<file path="src/rtl/cv32e40s_pkg.sv">
// Shared cv32e40s package: SHA-256 sigma constants and helpers, plus the
// message-schedule FSM state type.
package cv32e40s_pkg;

    localparam int unsigned SHA256_SIG0_R1 = 7;
    localparam int unsigned SHA256_SIG0_R2 = 18;
    localparam int unsigned SHA256_SIG0_S  = 3;
    localparam int unsigned SHA256_SIG1_R1 = 17;
    localparam int unsigned SHA256_SIG1_R2 = 19;
    localparam int unsigned SHA256_SIG1_S  = 10;

    typedef enum logic {
        SCHED_LOAD,
        SCHED_EXPAND
    } sha_sched_state_e;

    function automatic logic [31:0] sha256_rotr(input logic [31:0] x, input int unsigned n);
        return (x >> n) | (x << (32 - n));
    endfunction

    function automatic logic [31:0] sha256_sig0(input logic [31:0] x);
        return sha256_rotr(x, SHA256_SIG0_R1) ^ sha256_rotr(x, SHA256_SIG0_R2) ^ (x >> SHA256_SIG0_S);
    endfunction

    function automatic logic [31:0] sha256_sig1(input logic [31:0] x);
        return sha256_rotr(x, SHA256_SIG1_R1) ^ sha256_rotr(x, SHA256_SIG1_R2) ^ (x >> SHA256_SIG1_S);
    endfunction

endpackage

</file>
<file path="src/rtl/cv32e40s_sha256_sigma.sv">
// Combinational SHA-256 small-sigma pair used by the message-schedule expander.
module cv32e40s_sha256_sigma
    import cv32e40s_pkg::*;
(
    input  logic [31:0] sig0_in_i,
    input  logic [31:0] sig1_in_i,
    output logic [31:0] sig0_o,
    output logic [31:0] sig1_o
);

    always_comb begin
        sig0_o = sha256_sig0(sig0_in_i);
        sig1_o = sha256_sig1(sig1_in_i);
    end

endmodule

</file>
<file path="src/rtl/cv32e40s_sha256_msg_sched.sv">
// SHA-256 message-schedule expander: loads 16 words, then streams W[0..63]
// computed in place over a 16-entry circular buffer.
module cv32e40s_sha256_msg_sched
    import cv32e40s_pkg::*;
#(
    parameter int unsigned ROUNDS = 64,
    parameter int unsigned WORD_W = 32
) (
    input  logic              clk,
    input  logic              rst,
    input  logic              flush_i,
    input  logic              blk_valid_i,
    output logic              blk_ready_o,
    input  logic [WORD_W-1:0] blk_word_i,
    output logic              w_valid_o,
    input  logic              w_ready_i,
    output logic [WORD_W-1:0] w_o,
    output logic [5:0]        w_idx_o,
    output logic              w_last_o,
    output logic              busy_o
);

    localparam logic [5:0] LAST_T = 6'(ROUNDS - 1);

    sha_sched_state_e  state_q, state_d;
    logic [3:0]        load_cnt_q, load_cnt_d;
    logic [5:0]        t_q, t_d;
    logic [WORD_W-1:0] buf_q [16];
    logic [WORD_W-1:0] buf_d [16];

    logic [3:0]        idx_cur, idx_m2, idx_m7, idx_m15;
    logic [WORD_W-1:0] sig0, sig1, w_exp, w_word;
    logic              expand;

    // With t mod 16 as the slot of W[t-16], the taps t-2/t-7/t-15 land at +14/+9/+1.
    always_comb begin
        idx_cur = t_q[3:0];
        idx_m2  = t_q[3:0] + 4'd14;
        idx_m7  = t_q[3:0] + 4'd9;
        idx_m15 = t_q[3:0] + 4'd1;
    end

    cv32e40s_sha256_sigma u_sigma (
        .sig0_in_i (buf_q[idx_m15]),
        .sig1_in_i (buf_q[idx_m2]),
        .sig0_o    (sig0),
        .sig1_o    (sig1)
    );

    always_comb begin
        w_exp  = sig1 + buf_q[idx_m7] + sig0 + buf_q[idx_cur];
        w_word = (t_q < 6'd16) ? buf_q[idx_cur] : w_exp;
        expand = (state_q == SCHED_EXPAND);
    end

    always_comb begin
        blk_ready_o = (state_q == SCHED_LOAD);
        w_valid_o   = expand;
        w_o         = expand ? w_word : '0;
        w_idx_o     = expand ? t_q : '0;
        w_last_o    = expand && (t_q == LAST_T);
        busy_o      = expand || (load_cnt_q != 4'd0);
    end

    always_comb begin
        state_d    = state_q;
        load_cnt_d = load_cnt_q;
        t_d        = t_q;
        buf_d      = buf_q;
        if (rst || flush_i) begin
            state_d    = SCHED_LOAD;
            load_cnt_d = '0;
            t_d        = '0;
        end else begin
            case (state_q)
                SCHED_LOAD: begin
                    if (blk_valid_i) begin
                        buf_d[load_cnt_q] = blk_word_i;
                        if (load_cnt_q == 4'd15) begin
                            state_d    = SCHED_EXPAND;
                            load_cnt_d = '0;
                            t_d        = '0;
                        end else begin
                            load_cnt_d = load_cnt_q + 4'd1;
                        end
                    end
                end
                SCHED_EXPAND: begin
                    if (w_ready_i) begin
                        if (t_q >= 6'd16) begin
                            buf_d[idx_cur] = w_exp;
                        end
                        if (t_q == LAST_T) begin
                            state_d = SCHED_LOAD;
                            t_d     = '0;
                        end else begin
                            t_d = t_q + 6'd1;
                        end
                    end
                end
                default: state_d = SCHED_LOAD;
            endcase
        end
    end

    always_ff @(posedge clk) begin
        if (rst) begin
            state_q    <= SCHED_LOAD;
            load_cnt_q <= '0;
            t_q        <= '0;
        end else begin
            state_q    <= state_d;
            load_cnt_q <= load_cnt_d;
            t_q        <= t_d;
        end
    end

    always_ff @(posedge clk) begin
        buf_q <= buf_d;
    end

endmodule

</file>
<file path="config.mk">
export PLATFORM = sky130hd
export DESIGN_NAME = cv32e40s_sha256_msg_sched
export DESIGN_NICKNAME = d
export VERILOG_FILES = /design/src/rtl/cv32e40s_pkg.sv /design/src/rtl/cv32e40s_sha256_sigma.sv /design/src/rtl/cv32e40s_sha256_msg_sched.sv
export SDC_FILE = /design/constraint.sdc
export NUM_CORES = 2
export LEC_CHECK = 0
export BUFFER_PORTS_ARGS = -buffer_cell sky130_fd_sc_hd__buf_2
export CAP_MARGIN = 20
export CORE_MARGIN = 10
export CORE_UTILIZATION = 30
export CTS_CLUSTER_DIAMETER = 50
export DETAILED_ROUTE_END_ITERATION = 10
export PLACE_DENSITY = 0.51
export SETUP_SLACK_MARGIN = 0.05
export SLEW_MARGIN = 25
export SYNTH_ARGS = -nofsm -noshare
export SYNTH_HDL_FRONTEND = slang
export SYNTH_SLANG_ARGS = --single-unit
</file>
<file path="constraint.sdc">
create_clock -name clk -period 21.1 [get_ports clk]
set_input_delay 5.275 -clock clk [delete_from_list [all_inputs] [get_ports clk]]
set_output_delay 5.275 -clock clk [all_outputs]
set_load 0.1 [all_outputs]
</file>
; ---- Word-level counts from Yosys, hierarchy flattened
; Index checks and enable logic that the tools add are counted.
[classes]
eq_ne = 6
order_cmp = 9
reduce_logical = 10
addsub = 8
bitwise_logic = 15
n_mux = 36
[op_table]
columns = cell, n
row1 = two-way mux 512 bit, 3
row2 = bitwise mux 512 bit, 2
row3 = one-hot mux 512 bit (2 select lines), 1
row4 = binary-select mux 32 bit (select 4 bit), 4
row5 = two-way mux 32 bit, 12
row6 = demux 32 bit (select 4 bit), 2
row7 = adder 32 bit, 3
row8 = bitwise XOR 32 bit, 2
row9 = OR 13 x 32 -> 32 bit, 1
row10 = OR 14 x 32 -> 32 bit, 1
row11 = OR 15 x 32 -> 32 bit, 1
row12 = OR 25 x 32 -> 32 bit, 1
row13 = bitwise XOR 32 x 22 -> 32 bit, 1
row14 = bitwise XOR 32 x 29 -> 32 bit, 1
row15 = two-way mux 6 bit, 5
row16 = >= comparator 5 bit (second input constant), 5
row17 = inverter 4 -> 5 bit, 5
row18 = one-hot mux 6 bit (2 select lines), 1
row19 = less-than comparator 5 x 1 -> 1 bit (second input constant), 2
row20 = adder 4 x 1 -> 4 bit (second input constant), 2
row21 = adder 4 bit (second input constant), 2
row22 = adder 6 x 1 -> 6 bit (second input constant), 1
row23 = equality test 6 bit (second input constant), 1
row24 = >= comparator 6 x 5 -> 1 bit (second input constant), 1
row25 = other kinds (15), 24
[totals]
out_inout_bits = 42
ff_bits = 523
input_bits = 37

; ---- Logic depth before layout (Yosys ltp)
[logic_depth]
word_depth = 15
mapped_depth = 34
depth_no_buf = 22

; ---- Modules after synthesis
; Synthesis repeated with hierarchy kept, for this count alone.
[hier_totals]
cells_unflattened = 3074
hier_area_um2 = 39789.4
[by_module_without_submodules]
columns = module, instances, area_per_inst_um2, cells_per_inst
row1 = cv32e40s_sha256_msg_sched, 1, 38459.4, 3010
row2 = cv32e40s_sha256_sigma, 1, 1330.0, 64

; ---- Worst setup path after synthesis
; No wires, ideal clock.
[synth_timing]
path_type = reg2out
from = register t_q[0]
to = output port w_o[31]
setup_slack_ns = 5.070
path_stages_with_launch = 34
t_arrival_ns = 10.755
path_buffers = 11
path_cell_list = dfxtp_1 buf_6 buf_8 buf_6 buf_2 buf_2 buf_2 buf_2 inv_1 ha_1 buf_4 buf_4 clkbuf_1 clkbuf_1 mux4_2 mux4_2 xnor2_1 xnor2_1 fa_1 inv_1 fa_1 inv_1 ha_1 inv_1 fa_1 nor2b_1 o31a_1 o31ai_1 a21oi_1 o21ai_1 o21ai_0 o31ai_1 nor3_1 a2111oi_1
[synth_between]
elab_chain_cells = 13
elab_cells_between_ends = 33
cone_classes = add/sub: 6 / order compare: 1 / mux: 14 / bitwise: 12
[synth_lines]
columns = element, line
row1 = start: declaration, cv32e40s_sha256_msg_sched.sv:27  ; logic [5:0] t_q, t_d;
row2 = start signal: assignment, cv32e40s_sha256_msg_sched.sv:114  ; t_q <= t_d;
row3 = adder 4 bit, cv32e40s_sha256_msg_sched.sv:38  ; idx_m2 = t_q[3:0] + 4'd14;
row4 = inverter 4 -> 5 bit (implied by the code), cv32e40s_sha256_msg_sched.sv:45  ; .sig1_in_i (buf_q[idx_m2]),
row5 = binary-select mux 32 bit (select 4 bit), cv32e40s_sha256_msg_sched.sv:45
row6 = two-way mux 32 bit (implied by the code) (2 in series), cv32e40s_sha256_msg_sched.sv:45
row7 = OR 15 x 32 -> 32 bit or OR 13 x 32 -> 32 bit (tied branches), cv32e40s_pkg.sv:18  ; return (x >> n) | (x << (32 - n));
row8 = bitwise XOR 32 bit, cv32e40s_pkg.sv:26  ; return sha256_rotr(x, SHA256_SIG1_R1) ^ sha256_rotr(x, SHA256_SIG1_R2) ^ (x >> SHA256_SIG1_S);
row9 = bitwise XOR 32 x 22 -> 32 bit, cv32e40s_pkg.sv:26
row10 = adder 32 bit (3 in series), cv32e40s_sha256_msg_sched.sv:51  ; w_exp = sig1 + buf_q[idx_m7] + sig0 + buf_q[idx_cur];
row11 = two-way mux 32 bit *, cv32e40s_sha256_msg_sched.sv:52  ; w_word = (t_q < 6'd16) ? buf_q[idx_cur] : w_exp;
row12 = two-way mux 32 bit *, cv32e40s_sha256_msg_sched.sv:59  ; w_o = expand ? w_word : '0;
row13 = end: declaration, cv32e40s_sha256_msg_sched.sv:17  ; output logic [WORD_W-1:0] w_o,
; Every way passes the cells marked *; elsewhere a longest branch is shown, timed or not. The select of a mux whose other input is x is not followed.

; ---- Final worst setup path
[layout_timing]
from = register t_q[2]
to = output port w_o[31]
; Same word-level chain as after synthesis.

==> Flow_metrics.wiki <==
{| class="wikitable"
! Metric !! Value
|-
| Primary FF master, synth || sky130_fd_sc_hd__edfxtp_1
|-
| Count of pins on the block boundary || 79
|-
| Routed Wire Length || 167,000 um
|-
| Fraction of post-synthesis cell area in the top cell type by area || 40.7%
|-
| Category of the most critical setup path || reg2out
|-
| Syn_area_per_cell || 13.7 um^2
|-
| Standby leakage power || 12.6 nW
|-
| Top cells by area in the synthesized netlist || sky130_fd_sc_hd__edfxtp_1, sky130_fd_sc_hd__mux4_2, sky130_fd_sc_hd__o22ai_1
|-
| Number of cells traversed by the worst hold path || 2
|-
| Drt drc || 0
|-
| Worst hold path class || reg2reg
|-
| Drt first pass iters || 6
|-
| Post-CTS setup buffer count || 0
|-
| Number of nets still failing antenna checks after routing || 0
|-
| Total met3 wirelength after detailed routing || 19,900 um
|-
| Fin Setup TNS || 0 ps
|-
| Setup clock skew after layout || 33.9 ps
|-
| Total die area || 140,000 um^2
|-
| Maximum number of pins on one net before global-route repair || 139
|-
| Critical path fanouts, max || 24
|-
| Crit. Startpoint || t_q[2]
|-
| FMAX || 66.5 MHz
|-
| PwrDens || 61.7 nW/um^2
|-
| Number of synthesized flops with an enable pin || 512
|-
| Peak VDD IR || 0.0000601 V
|-
| Clock slew at reported path FFs || 60 ps
|-
| Synthesis-to-finish area growth || 13.4%
|-
| Routed length on met1 || 62,400 um
|-
| Proportion of synthesized chip area in sequential cells || 41.3%
|-
| Net count of the finished layout || 2,840
|-
| Vias post-DR || 29.8k
|-
| Mapped Nets || 2,899
|-
| Result of the run || completed
|-
| Cts bufs inserted || 80
|-
| Combinational group share of total power || 5.6%
|-
| Final core utilization || 34.2%
|-
| Global-route wire length before repair || 231,000 um
|-
| Via count normalized by instance count || 6.76
|-
| Worst reg-to-reg path cell count || 23
|-
| Net switching power || 0.000655 W
|-
| Initial antenna violation count || 10
|-
| Highest Signal Layer || met5
|-
| Final period utilization || 71.3%
|-
| Async set-reset flop share out of synthesis || 0%
|-
| Die X || 375 um
|-
| Number of port buffers || 78
|-
| Global placement routability congestion || 0.971
|-
| Data arrival, critical path || 9770 ps
|-
| Number of maximum-capacitance violations || 0
|-
| Yosys warning total || 0
|-
| Summed instance area of the synthesized netlist || 37,800 um^2
|-
| Count of standard-cell rows || 130
|-
| Clk Latency, worst-skew pair || 670 ps
|-
| Total grt overflow || 0
|-
| Vias in the first global route || 28.9k
|-
| CTS Hold Bufs || 0
|-
| Amount of wire on met2 after detailed routing || 75,100 um
|-
| Clock Root Buffer || sky130_fd_sc_hd__clkbuf_16
|-
| Post-cts gate resize count || 0
|-
| Setup violation total in the final timing report || 0
|-
| Startpoint of the most critical hold path || load_cnt_q[0]
|-
| Number of violations reported at the end of detailed-routing iteration 0 || 4,594
|-
| Detail Placement HPWL || 100,000 um
|-
| Required time at the worst-slack endpoint || 15,830 ps
|-
| Part of the power in the clock network || 51.6%
|-
| Core area || 125,000 um^2
|-
| Layout cell share with drive strength beyond 1 || 32.2%
|-
| Number of synthesized register bits || 523
|-
| Total routing usage reported by global routing || 23.0%
|-
| CTS H-tree depth || 3
|-
| Clk sinks || 523
|-
| Count of filler cells inserted in the layout || 12.2k
|-
| Kind of capture point of the worst setup path || primary output
|-
| Wire per inst || 37.8 um
|-
| Number of standard cells after synthesis || 2,759
|-
| Starting density of the core || 30.1%
|-
| Startpoint kind of the worst setup timing path || flip-flop
|-
| Sequential cell fraction of total power || 42.7%
|-
| Minimum clock period || 15,040 ps
|-
| Cell taking the most area after synthesis || sky130_fd_sc_hd__edfxtp_1
|-
| TritonCTS clock tree || done
|-
| Height of the die || 375 um
|-
| Final Hold Viols || 0
|-
| Buffers from clock root to sink, at most || 3
|-
| Switching power as a share of total power || 24.8%
|-
| Tightest Pin Transition || 1100 ps
|-
| Fin. max-slew vios || 0
|-
| RSZ-0062 raised after global routing || no
|-
| Startpoint of the worst-slack reg-to-reg timing path || t_q[2]
|-
| Pint || 0.00199 W
|-
| Worst slew slack as a fraction of its limit || 26.5%
|-
| Unique masters post-synth || 62
|}
area by class of cell:
class | instances | area (um^2) | area share (%)
multi-input combinational | 1804 | 20900 | 48.7
sequential | 523 | 15600 | 36.4
clock buffer | 90 | 2090 | 4.88
tap | 1650 | 2060 | 4.82
timing repair buffer | 172 | 1140 | 2.65
clock inverter | 56 | 604 | 1.41
inverter | 119 | 449 | 1.05
antenna | 2 | 5.00 | 0.0117
path summary, 6_finish.rpt:
kind	to	slack, ps
worst max-delay path	w_o[31]	6060
worst max register to register	buf_q[447]	12130
worst min register to register	load_cnt_q[0]	540
worst min-delay path	load_cnt_q[0]	540
cells by family after synthesis:
family | count (synthesis) | synth area share (%)
DFF | 523 | 41.3
adders and majority gates | 103 | 4.64
xor gates and xnor gates | 151 | 3.60
AOI/OAI and AO/OA | 674 | 11.1
and+or+nand+nor | 360 | 4.25
buffers and inverters | 432 | 4.59
muxes | 516 | 30.5
power by group through the flow:
| stage | sequential [W] | combinational, W | clock (W) |
|---|---|---|---|
| detailed placement | 0.00115 | 0.000144 | 0 |
| global placement | 0.00115 | 0.000144 | 0 |
| floorplan | 0.00115 | 0.0000878 | 0 |
| finish | 0.00113 | 0.000149 | 0.00137 |
| global route | 0.00113 | 0.000158 | 0.00141 |
| CTS | 0.00113 | 0.000145 | 0.00137 |
metal layers:
layer | vias to the layer above | global-route usage (%)
met2 | 2346 | 35.4
met5 | - | 0
li1 | 11200 | -
met4 | 10 | 11.3
met1 | 15700 | 30.1
met3 | 494 | 5.66
critical path, cell delays in order (launching register included):
cell                        delay (ps)
sky130_fd_sc_hd__dfxtp_4           800
sky130_fd_sc_hd__inv_1             340
sky130_fd_sc_hd__ha_2              920
sky130_fd_sc_hd__buf_4             640
sky130_fd_sc_hd__mux4_2            450
sky130_fd_sc_hd__nand2_1           250
sky130_fd_sc_hd__a31oi_2           620
sky130_fd_sc_hd__xnor2_1           190
sky130_fd_sc_hd__fa_1              520
sky130_fd_sc_hd__inv_1              50
sky130_fd_sc_hd__fa_1              470
sky130_fd_sc_hd__inv_1              50
sky130_fd_sc_hd__ha_1              190
sky130_fd_sc_hd__inv_1              90
sky130_fd_sc_hd__fa_1              220
sky130_fd_sc_hd__nor2b_1            70
sky130_fd_sc_hd__o31a_1            280
sky130_fd_sc_hd__o31ai_1           390
sky130_fd_sc_hd__a21oi_1           200
sky130_fd_sc_hd__o21ai_1           280
sky130_fd_sc_hd__o21ai_0           290
sky130_fd_sc_hd__o31ai_1           610
sky130_fd_sc_hd__nor3_1            100
sky130_fd_sc_hd__a2111oi_1         420
sky130_fd_sc_hd__buf_4             230
sky130_fd_sc_hd__buf_2             440
flip-flops by register name (all words and copies together) (netlist names):
| register | flops |
|---|---|
| w_valid_o | 1 |
| buf_q | 512 |
| load_cnt_q | 4 |
| t_q | 6 |
metrics by stage:
stage	hold WS, ps	setup slack, ps	power (W)	std cells	instance area [um^2]
final	536	6060	0.00264	4416	42800
after global routing	576	5650	0.00270	4415	42800
after CTS	532	6020	0.00264	4414	42800
after detailed placement	529	6740	0.00129	4268	40100
after global placement	513	6740	0.00129	4268	40100
after floorplan	483	5070	0.00124	2759	37800
Yosys cell counts, types with 3 or more instances:
cell type / count
sky130_fd_sc_hd__inv_1: 119
sky130_fd_sc_hd__xnor2_2: 5
sky130_fd_sc_hd__or2_2: 3
sky130_fd_sc_hd__nor3_1: 13
sky130_fd_sc_hd__nand3b_1: 3
sky130_fd_sc_hd__clkbuf_1: 218
sky130_fd_sc_hd__and2_1: 14
sky130_fd_sc_hd__a21oi_1: 55
sky130_fd_sc_hd__o21bai_1: 5
sky130_fd_sc_hd__o22ai_1: 413
sky130_fd_sc_hd__dfxtp_1: 11
sky130_fd_sc_hd__o21a_1: 16
sky130_fd_sc_hd__a211oi_1: 9
sky130_fd_sc_hd__ha_1: 41
sky130_fd_sc_hd__nor2b_1: 13
sky130_fd_sc_hd__mux4_2: 509
sky130_fd_sc_hd__buf_1: 34
sky130_fd_sc_hd__a21o_1: 11
sky130_fd_sc_hd__a22o_1: 9
sky130_fd_sc_hd__o21ai_1: 4
sky130_fd_sc_hd__edfxtp_1: 512
sky130_fd_sc_hd__and3_1: 13
sky130_fd_sc_hd__xor2_1: 24
sky130_fd_sc_hd__o31ai_1: 4
sky130_fd_sc_hd__mux2i_1: 4
sky130_fd_sc_hd__xnor2_1: 122
sky130_fd_sc_hd__nand3_1: 30
sky130_fd_sc_hd__a32o_1: 8
sky130_fd_sc_hd__buf_2: 54
sky130_fd_sc_hd__buf_6: 3
sky130_fd_sc_hd__mux2_2: 3
sky130_fd_sc_hd__nand2_1: 155
sky130_fd_sc_hd__fa_1: 62
sky130_fd_sc_hd__a31oi_1: 5
sky130_fd_sc_hd__buf_4: 3
sky130_fd_sc_hd__nor2_1: 87
sky130_fd_sc_hd__nand4_1: 20
sky130_fd_sc_hd__nand2b_1: 3
sky130_fd_sc_hd__o21ai_0: 112
placed cells by master, fill, tap and decap left out, drive strengths merged, types with 3 or more instances in the layout:
master and n:
nand3b 3, nand4 20, clkbuf 90, o21bai 5, nor2 87, clkinvlp 6
a311oi 3, ha 41, xor2 24, buf 172, and2 14, mux2 3
nand3 30, and3 13, xnor2 127, o31ai 4, nor2b 13, a21oi 55
a31oi 7, a22o 9, bufinv 8, inv 129, o22ai 413, nand2b 3
clkinv 32, mux2i 4, mux4 509, dfxtp 11, nand2 155, nor3 13
a211oi 9, fa 62, o21ai 116, o21a 16, a21o 11, edfxtp 512
or2 4, a32o 8
(Power assumes the default switching activity.)
